File: src/rtl/demux_outpico_pkg.sv
// Port map, handshake state encoding and status bit positions shared by the
// PicoBlaze output decoder and the input mux.
package demux_outpico_pkg;

  localparam logic [7:0] PORT_SEG      = 8'h00;
  localparam logic [7:0] PORT_MIN      = 8'h01;
  localparam logic [7:0] PORT_HORA     = 8'h02;
  localparam logic [7:0] PORT_DIA      = 8'h03;
  localparam logic [7:0] PORT_MES      = 8'h04;
  localparam logic [7:0] PORT_YEAR     = 8'h05;
  localparam logic [7:0] PORT_SEG_TIM  = 8'h06;
  localparam logic [7:0] PORT_MIN_TIM  = 8'h07;
  localparam logic [7:0] PORT_HORA_TIM = 8'h08;
  localparam logic [7:0] PORT_CMD      = 8'h0A;
  localparam logic [7:0] PORT_STATUS   = 8'h0B;
  localparam logic [7:0] PORT_CLR      = 8'h0C;

  localparam int NUM_DATA = 9;

  localparam int STAT_BUSY    = 0;
  localparam int STAT_OVERRUN = 1;
  localparam int STAT_ERR_BCD = 2;

  typedef enum logic [1:0] {
    ST_IDLE     = 2'd0,
    ST_REQ      = 2'd1,
    ST_WAIT_LOW = 2'd2
  } hs_state_t;

  function automatic logic is_bcd(input logic [7:0] value);
    return (value[7:4] <= 4'd9) && (value[3:0] <= 4'd9);
  endfunction

endpackage

File: src/rtl/demux_outpico_rtc_wr_handshake.sv
// Four-phase wr_req/wr_ack handshake toward the RTC write engine.
//   state       | meaning
//   ST_IDLE     | no transfer, wr_req=0, busy=0
//   ST_REQ      | wr_req=1, waiting for wr_ack high
//   ST_WAIT_LOW | wr_req=0, busy=1, waiting for wr_ack to drop
module rtc_wr_handshake
  import demux_outpico_pkg::*;
(
  input  logic clk,
  input  logic reset,
  input  logic start,
  input  logic wr_ack,
  output logic wr_req,
  output logic busy
);

  hs_state_t state;

  always_ff @(posedge clk) begin
    if (reset) begin
      state  <= ST_IDLE;
      wr_req <= 1'b0;
      busy   <= 1'b0;
    end else begin
      case (state)
        ST_IDLE: begin
          if (start) begin
            state  <= ST_REQ;
            wr_req <= 1'b1;
            busy   <= 1'b1;
          end
        end
        ST_REQ: begin
          if (wr_ack) begin
            state  <= ST_WAIT_LOW;
            wr_req <= 1'b0;
          end
        end
        ST_WAIT_LOW: begin
          if (!wr_ack) begin
            state <= ST_IDLE;
            busy  <= 1'b0;
          end
        end
        default: begin
          state  <= ST_IDLE;
          wr_req <= 1'b0;
          busy   <= 1'b0;
        end
      endcase
    end
  end

endmodule

File: src/rtl/demux_outpico.sv
// PicoBlaze output-port decoder: holding registers, command launch and status flags.
// Optional BCD validation of data writes: define DEMUX_OUTPICO_BCD_CHECK_EN.
module demux_outpico
  import demux_outpico_pkg::*;
(
  input  logic       clk,
  input  logic       reset,
  input  logic       write_strobe,
  input  logic [7:0] port_id,
  input  logic [7:0] out_port,
  input  logic       wr_ack,
  output logic [7:0] seg_out,
  output logic [7:0] min_out,
  output logic [7:0] hora_out,
  output logic [7:0] dia_out,
  output logic [7:0] mes_out,
  output logic [7:0] year_out,
  output logic [7:0] seg_tim_out,
  output logic [7:0] min_tim_out,
  output logic [7:0] hora_tim_out,
  output logic [7:0] cmd_out,
  output logic       wr_req,
  output logic [7:0] status
);

  logic [7:0] data_q [NUM_DATA];
  logic       overrun;
  logic       err_bcd;
  logic       busy;
  logic       data_hit;
  logic       cmd_hit;
  logic       clr_hit;
  logic       bcd_bad;
  logic       start;

  always_comb begin
    data_hit = write_strobe && (port_id <= PORT_HORA_TIM);
    cmd_hit  = write_strobe && (port_id == PORT_CMD);
    clr_hit  = write_strobe && (port_id == PORT_CLR);
`ifdef DEMUX_OUTPICO_BCD_CHECK_EN
    bcd_bad  = data_hit && !is_bcd(out_port);
`else
    bcd_bad  = 1'b0;
`endif
    // A zero command only updates cmd_out; it never launches a transfer.
    start    = cmd_hit && !busy && (out_port != 8'h00);
  end

  always_ff @(posedge clk) begin
    if (reset) begin
      for (int i = 0; i < NUM_DATA; i++) data_q[i] <= 8'h00;
      cmd_out <= 8'h00;
      overrun <= 1'b0;
      err_bcd <= 1'b0;
    end else begin
      for (int i = 0; i < NUM_DATA; i++) begin
        if (data_hit && !busy && !bcd_bad && (port_id == 8'(i)))
          data_q[i] <= out_port;
      end
      if (cmd_hit && !busy)
        cmd_out <= out_port;
      // Set takes priority over the clear port.
      if ((data_hit || cmd_hit) && busy)
        overrun <= 1'b1;
      else if (clr_hit)
        overrun <= 1'b0;
      if (bcd_bad)
        err_bcd <= 1'b1;
      else if (clr_hit)
        err_bcd <= 1'b0;
    end
  end

  rtc_wr_handshake u_handshake (
    .clk    (clk),
    .reset  (reset),
    .start  (start),
    .wr_ack (wr_ack),
    .wr_req (wr_req),
    .busy   (busy)
  );

  assign seg_out      = data_q[0];
  assign min_out      = data_q[1];
  assign hora_out     = data_q[2];
  assign dia_out      = data_q[3];
  assign mes_out      = data_q[4];
  assign year_out     = data_q[5];
  assign seg_tim_out  = data_q[6];
  assign min_tim_out  = data_q[7];
  assign hora_tim_out = data_q[8];

  always_comb begin
    status               = 8'h00;
    status[STAT_BUSY]    = busy;
    status[STAT_OVERRUN] = overrun;
    status[STAT_ERR_BCD] = err_bcd;
  end

endmodule

File: config.mk
export PLATFORM = sky130hd
export DESIGN_NAME = demux_outpico
export DESIGN_NICKNAME = d
export VERILOG_FILES = /design/src/rtl/demux_outpico_pkg.sv /design/src/rtl/demux_outpico_rtc_wr_handshake.sv /design/src/rtl/demux_outpico.sv
export SDC_FILE = /design/constraint.sdc
export NUM_CORES = 1
export LEC_CHECK = 0
export CORE_UTILIZATION = 46
export CTS_BUF_LIST = sky130_fd_sc_hd__clkbuf_4
export DETAILED_ROUTE_END_ITERATION = 6
export MAX_ROUTING_LAYER = met4
export PLACE_DENSITY_LB_ADDON = 0.1
export SYNTH_ARGS = -nofsm -noshare
export SYNTH_HDL_FRONTEND = slang
export SYNTH_HIERARCHICAL = 1
export SYNTH_SLANG_ARGS = --single-unit
File: constraint.sdc
create_clock -name clk -period 3.6 [get_ports clk]
set_input_delay 0.72 -clock clk [delete_from_list [all_inputs] [get_ports clk]]
set_output_delay 0.72 -clock clk [all_outputs]
set_load 0.02 [all_outputs]
==> out/metrics.cfg, run 1 <==
[run_status]
status=finished, final reports clean

[yosys]
ys.flop_type=edfxtp_1
ys_seq_elements=85
synth.top_cell.area_share_pct=71.35
synth_cells=174
synth-edff-count=72
avgSynthCellArea_um2=17.42
seq_area_frac_synth_pct=79.93
yosysTopAreaCell=edfxtp_1
netlist_area_um2=3030
ys_async_sr_fraction_pct=0
yosys.cell_types.count=35
yosys-top-cells-area=edfxtp_1 71%, dfxtp_1 8.6%, mux2i_1 2.6%
ys.warnings.count=6

[timing]
period_needed_ps=2590
fin_crit_sh_pct=71.96
clock_skew_ps=18.87
fin_setup_tns_ps=0
max_slew_margin_pct=61.31
layout_setup_ws_ps=1010
rsz0062_at_grt=false
worstMarginPinSlew_ps=575.0
max_freq_mhz=386.0
drv_slew=0
setup_viol=0
hold_viol=0

[global_routing]
grt_start_max_net_pins=19
grt.overflow.total=0
grt_pass1_vias=1930
grt_pass1_wl_um=10030
antenna_found_initial=0
grt_usage_pct=19.88

[cts]
cts_setup_buffers=0
cts_buffer_depth=2
path_clk_slew_ps=130
cts.sinks=85
numCtsBuffers=9
clk_latency_ps=410
cts_hold_buf=0
cts_resized=0
ctsRootBufferMaster=clkbuf_4
htree_levels=3
cts_tree=yes

[floorplan]
io_pins=109
core-area_um2=6350
die_area_um2=6916
die_w_um=83.17
start_util_pct=47.72
die_h_um=83.17
num_rows=29

[power]
power_mw=1.892
p_leak_nw=1.437
vdd_drop_max_uv=276.8
power_density_nw_per_um2=443.5

[critical_path]
cp-start-kind=primary input
cp_data_required_time_ps=3750
slowest_delay_ps=530
cpMaxStageDelayCell=clkdlybuf4s50_1
path_class=primary input to flop
path_max_fanout=9
cp.arrival_ps=2740
cp-end-kind=flop
cp_top_family=simple AND/OR/NAND/NOR gates
crit_buf_inv=1
cp_cell_sequence=clkdlybuf4s50_1, or3_1, a2111oi_4, and2_1

[placement]
dpl-instance-area_um2=4121
routabilityCongestion=0.8153
hpwl_um=4347
post-place-ws_ps=558.9
io_buffer_count=102
placed_cells=351

[job]
max-cap-violations=0

[route]
postRouteWirelength_um=6261
via_per_inst=5.112
drtAntennaViolNets=0
drc=0
vias=1876
drt_iter0_drc=117
wl_per_cell_um=17.06
first_pass_iters=5

[layout]
num_antenna_cells=0
area_growth_pct=40.79
design_area_um2=4267
drive_above_1_share_pct=9.310
final_cells=367
nets=305

[worst_hold_path]
hold_class=flop to flop

==> report_power, final <==
| group | switching (mW) | leakage [nW] | internal (mW) | total (mW) |
|---|---|---|---|---|
| clock | 0.324 | 0.0696 | 0.224 | 0.549 |
| combinational | 0.120 | 0.579 | 0.102 | 0.222 |
| sequential | 0.0146 | 0.788 | 1.11 | 1.12 |
| total | 0.458 | 1.44 | 1.43 | 1.89 |
==> worst reg2reg max path: stages (launching register included) <==
cell and delay (ps):
dfxtp_1 390, nand2b_1 280, a2111oi_4 490, and2_1 510
==> metrics by stage <==
| stage | hold slack (ps) | utilization (%) |
|---|---|---|
| after global routing | 501.5 | 67.19 |
| final | 470.2 | 67.19 |
| after floorplan | 473.0 | - |
| after CTS | 472.6 | 67.19 |
| after global placement | 448.8 | 64.91 |
| after detailed placement | 445.4 | 64.91 |
==> worst paths after layout <==
check,from,endpoint,slack [ps],depth (start not counted)
worst max register to register,u_handshake/busy,data_q[0][54],1670,3
worst min register to register,cmd_out[3],cmd_out[3],470,2
worst max-delay path,port_id[0],data_q[0][54],1010,4
worst min-delay path,cmd_out[3],cmd_out[3],470,2
==> final cells by class <==
cell class / instances / area [um2]
inverter: 3 / 11.26
timing repair buffer: 105 / 1044
tap: 77 / 96.34
clock buffer: 10 / 75.07
fill: 456 / 2083
sequential: 85 / 2422
clock inverter: 6 / 70.07
multi-input combinational: 81 / 548.0
==> state kept, by name, summed over array words and instances, names as in the netlist <==
register and cells:
overrun 1, data_q 72, u_handshake/wr_req 1, u_handshake/state 2, cmd_out 8, u_handshake/busy 1
==> metal layers <==
| metal | GRT usage [%] | vias to the layer above | wire [um] |
|---|---|---|---|
| met1 | 25.24 | 905 | 2755 |
| met3 | 4.871 | 8 | 394 |
| met5 | - | - | 0 |
| met2 | 30.10 | 87 | 3026 |
| li1 | - | 876 | - |
| met4 | 9.875 | 0 | 85 |
==> layout by cell type (no fill, tap or decap), types with 2 or more instances in the layout <==
cell type        netlist  routed
o31ai_1                2       2
dfxtp_1               13      13
a21oi_1                2       2
conb_1                 1       6
clkdlybuf4s50_1        0     102
a41o_1                 3       3
inv_1                  2       2
nand2_1               16      16
clkinvlp_4             0       3
mux2i_1                8       8
a31o_2                 5       5
o21ai_0                2       2
o41ai_1                2       2
buf_4                  8       3
edfxtp_1              72      72
clkbuf_4               0      10
or4_1                  2       2
nor2b_1                5       5
nor2_1                 5       5
and2_1                 8       8
inv_6                  0       2
==> cells in the mapped netlist, drive strengths merged, types with 2 or more instances <==
cell,n
or4,3
o31ai,2
a2111oi,2
mux2i,8
buf,9
a41o,3
o41ai,2
a31o,5
nor3,2
and2,8
nor2,5
nor2b,5
nand2,16
a21oi,2
inv,2
dfxtp,13
edfxtp,72
o21ai,2
==> logic make-up after synthesis <==
| group | synth area share [%] |
|---|---|
| xor+xnor | 0.2891 |
| buf+inv | 2.601 |
| other cells | 0.1237 |
| flops | 79.93 |
| compound gates | 5.657 |
| simple gates | 8.754 |
| mux | 2.643 |
(Power assumes the default switching activity.)
==> run 2: changes to the inputs <==
Clock period 3.6 ns to 2.6 ns, I/O delays scaled along.
==> run 2 against run 1 <==
Against the previous run: wire length down 1.4%; clock skew fell by 7.2 ps; combinational power is 41% higher; design area grew 3.7%; non-clock buffer count up 15; critical path depth unchanged; clock-buffer cell count increased by 1; critical endpoint is now data_q[0][1]; largest cell class unchanged.
==> out/metrics.cfg, run 2 (synthesized netlist as in run 1, its figures left out) <==
[run_status]
status=finished, final reports clean

[route]
drt_iter0_drc=139
drtAntennaViolNets=0
wl_per_cell_um=16.15
first_pass_iters=4
drc=0
vias=1913
via_per_inst=5.008
postRouteWirelength_um=6171

[cts]
cts_setup_buffers=0
cts_hold_buf=0
clk_latency_ps=420
ctsRootBufferMaster=clkbuf_4
path_clk_slew_ps=120
numCtsBuffers=9
cts.sinks=85
cts_buffer_depth=2
htree_levels=3
cts_tree=yes
cts_resized=0

[global_routing]
grt.overflow.total=0
grt_pass1_vias=1835
antenna_found_initial=0
grt_usage_pct=19.18
grt_pass1_wl_um=9577
grt_start_max_net_pins=17

[floorplan]
die_w_um=83.17
start_util_pct=47.72
core-area_um2=6350
num_rows=29
io_pins=109
die_h_um=83.17
die_area_um2=6916

[layout]
mostFrequentLayoutCells=102 x clkdlybuf4s50_1, 72 x edfxtp_1, 18 x buf_4
largest_register=data_q
reg_top3=data_q x72, cmd_out x8, u_handshake/state x2
multiInputGateArea_um2=548.0
final_cells=382
fillCellCount=437
nets=320
final_common_cell=clkdlybuf4s50_1
largest_register_ffs=72
num_antenna_cells=0
area_growth_pct=45.99
ff_latch_area_um2=2422
drive_above_1_share_pct=13.77

[timing]
fin_crit_sh_pct=83.07
layout_setup_ws_ps=440.2
period_needed_ps=2160
setup_viol=0
rsz0062_at_grt=false
clock_skew_ps=11.70
hold_viol=0
drv_slew=0
max_freq_mhz=463.0

[placement]
routabilityCongestion=0.8627
placed_cells=366
hpwl_um=4581
post-place-ws_ps=-22.94
io_buffer_count=102

[critical_path]
cp_cell_sequence=clkdlybuf4s50_1, or4_4, a2111oi_4, and2_1
cp-start-kind=primary input
slowest_delay_ps=590
cpMaxStageDelayCell=or4_4
cp.arrival_ps=2360
path_class=primary input to flop
cp_data_required_time_ps=2800
cp-end-kind=flop
path_max_fanout=9

[power]
power_mw=2.807
p_leak_nw=1.548
vdd_drop_max_uv=358.0
power_density_nw_per_um2=634.4

[job]
max-cap-violations=0

[worst_hold_path]
hold_class=flop to flop

==> run 2: changes by cell type in the layout (fill, tap and decap cells not counted), sizes merged <==
cell	previous run	this run
buf	3	18
bufinv	1	3
clkinv	1	2
clkbuf	10	11
clkinvlp	3	0
inv	4	3
==> run 2: worst paths after layout <==
path	from	end	slack, ps	cells past startpoint
max reg2reg	u_handshake/busy	data_q[0][1]	820	3
min reg2reg	cmd_out[1]	cmd_out[1]	470	2
min	cmd_out[1]	cmd_out[1]	470	2
max	port_id[7]	data_q[0][1]	440	4
==> run 2: final cells by class <==
| type | instances | share of cell area (%) |
|---|---|---|
| sequential | 85 | 54.75 |
| timing repair buffer | 120 | 26.13 |
| multi-input combinational | 81 | 12.39 |
| clock inverter | 5 | 2.432 |
| tap | 77 | 2.178 |
| clock buffer | 11 | 1.867 |
| inverter | 3 | 0.2545 |
==> run 2: critical path: cells and delay by family <==
kind	cells	cell delay, ps
and+or+nand+nor	2	1000
AOI/OAI and AO/OA	1	420
buffers and inverters	1	410
==> run 2: per-stage QoR <==
stage          utilization (%)  hold WS [ps]  instance area [um2]  setup TNS [ps]
2_1_floorplan                -         473.0                 3049               0
3_3_place_gp             66.68         448.4                 4234               0
3_5_place_dp             66.68         449.1                 4234          -328.7
4_1_cts                  69.67         468.7                 4424               0
5_1_grt                  69.67         495.1                 4424               0
6_report                 69.67         466.3                 4424               0
==> run 2: per-layer routing <==
layer | global-route usage (%) | vias to the layer above | share of wire (%)
li1 | - | 912 | -
met1 | 25.34 | 908 | 45
met2 | 28.24 | 82 | 46
met3 | 6.561 | 11 | 6.4
met4 | 5.956 | 0 | 1.8
met5 | - | - | 0
==> run 2: report_power, final <==
group / leakage [nW] / switching [mW] / total (mW) / internal [mW]
Sequential: 0.788 / 0.0199 / 1.55 / 1.53
Clock: 0.102 / 0.427 / 0.941 / 0.514
Combinational: 0.658 / 0.166 / 0.313 / 0.147
Total: 1.55 / 0.613 / 2.81 / 2.19
==> run 3: changes to the inputs <==
Settings changed: CORE_UTILIZATION 46 to 41.
Clock period 2.6 ns to 1.8 ns, I/O delays scaled along.
==> run 3 against run 2 <==
Against the previous run: clock-buffer cell count is the same; worst hold slack lost 60 ps; highest routed layer unchanged; clock skew about the same; sequential power increased by 45%; combinational power is 60% higher; design area up 11%; largest power group unchanged; utilization up 0.83 points; sequential share of layout area down 5.5 points; critical path type unchanged; critical path depth rose by 2; clock power grew 47%; sequential cell count stayed put.
==> out/metrics.cfg, run 3 (synthesized netlist as in run 1, its figures left out) <==
[critical_path]
ff2ff_path_depth=5
path_class=primary input to flop
cp-end-kind=flop
cp_data_required_time_ps=2090
cp-start-kind=primary input
regToRegSetupSlack_ps=250
r2r-end=data_q[0][25]
cpMaxStageDelayCell=or4_4
path_max_fanout=9
crit_buf_inv=3
slowest_delay_ps=560
cp_top_family=buffers and inverters
cp_cell_sequence=clkdlybuf4s50_1, or4_4, a2111oi_4, buf_4, and2_1, buf_12
cp.arrival_ps=2060
reg2reg_from=u_handshake/busy

[global_routing]
global_route.usage.met3_pct=4.807
grt.overflow.total=0
antenna_found_initial=0
grt_pass1_vias=2025
grtUsageMet2_pct=30.87
grt-busiest-layer=met2
grt_usage_pct=19.26
grt_start_max_net_pins=17
grt_pass1_wl_um=10210
gr-usage-met1_pct=23.50

[floorplan]
core-area_um2=6982
start_util_pct=43.41
io_pins=109
die_area_um2=7739
die_h_um=87.97
die_w_um=87.97
num_rows=30

[layout]
num_antenna_cells=0
largest_register=data_q
area_growth_pct=62.43
ff_latch_area_um2=2422
final_cells=425
multiInputGateArea_um2=679.4
reg_top3=data_q x72, cmd_out x8, u_handshake/state x2
design_area_um2=4922
mostFrequentLayoutCells=72 x edfxtp_1, 62 x clkdlybuf4s50_1, 37 x dlymetal6s2s_1
final_common_cell=edfxtp_1
utilization_pct=70.50
fillCellCount=487
drive_above_1_share_pct=24.62
largest_register_ffs=72
nets=344

[timing]
period_needed_ps=1770
rsz0062_at_grt=true
layout_setup_ws_ps=29.56
finalHoldWorstSlack_ps=406.5
hold_viol=0
drv_slew=0
setup_viol=0
fin_setup_tns_ps=0
max_freq_mhz=564.8
fin_crit_sh_pct=98.36
clock_skew_ps=11.22

[placement]
dpl-instance-area_um2=4522
routabilityCongestion=0.7413
hpwl_um=4851
placed_cells=408
post-place-ws_ps=-552.0
io_buffer_count=102

[cts]
cts_tree=yes
cts_buffer_depth=2
cts.sinks=85
cts_hold_buf=0
htree_levels=3
ctsRootBufferMaster=clkbuf_4
path_clk_slew_ps=130
clk_latency_ps=420
numCtsBuffers=9

[route]
wl_per_cell_um=15.91
drc=0
postRouteWirelength_um=6762
drtAntennaViolNets=0
via_per_inst=4.746
vias=2017
first_pass_iters=4
drt_iter0_drc=115

[worst_hold_path]
hold_path_end=overrun
hold_class=primary input to flop
whs_path_depth=5
hold_path_startpoint=port_id[5]

[run_status]
status=finished, final reports clean

[job]
max-cap-violations=0

[power]
power_density_nw_per_um2=838.1
power_mw=4.125
p_leak_nw=2.112
vdd_drop_max_uv=410.8

==> run 3: changes by cell type in the layout (fill, tap and decap cells not counted), sizes merged <==
| cell | delta |
|---|---|
| buf | +24 |
| dlygate4sd2 | +3 |
| dlymetal6s2s | +37 |
| clkdlybuf4s50 | -40 |
==> run 3: worst register-to-register path, delay by kind of cell, from the launching register on <==
kind	cells	cell delay (ps)
buf+inv	2	330
simple gates	2	410
compound gates	1	340
flops	1	330
==> run 3: repair_timing <==
action,CTS,global route
pin swaps,1,3
buffers inserted,1,0
endpoints found under the setup margin,104,163
resized for setup,5,56
==> run 3: worst max-delay path by stage <==
stage | startpoint | to | slack [ps] | cells after the start
floorplan | port_id[7] | data_q[0][0] | -60 | 2
global placement | port_id[7] | data_q[0][27] | -540 | 5
detailed placement | port_id[7] | data_q[0][27] | -550 | 5
CTS | port_id[7] | data_q[0][59] | -20 | 5
global route | data_q[0][16] | hora_out[0] | -3 | 1
finish | port_id[4] | data_q[0][25] | 30 | 6
==> run 3: routing by layer <==
layer	part of all wire, %	vias to the layer above
met5	0	-
met4	1.5	0
met3	4.9	10
met2	52	81
met1	42	968
li1	-	958
==> run 3: layout make-up <==
type	count	area share, %
inverter	3	0.2288
tap	96	2.440
multi-input combinational	81	13.80
clock inverter	5	2.186
clock buffer	11	1.678
sequential	85	49.21
timing repair buffer	144	30.45
==> run 3: report_power, final <==
part	total (mW)	internal [mW]	switching (mW)
Combinational	0.500	0.238	0.262
Clock	1.38	0.743	0.641
Sequential	2.24	2.21	0.0274
Total	4.13	3.19	0.931
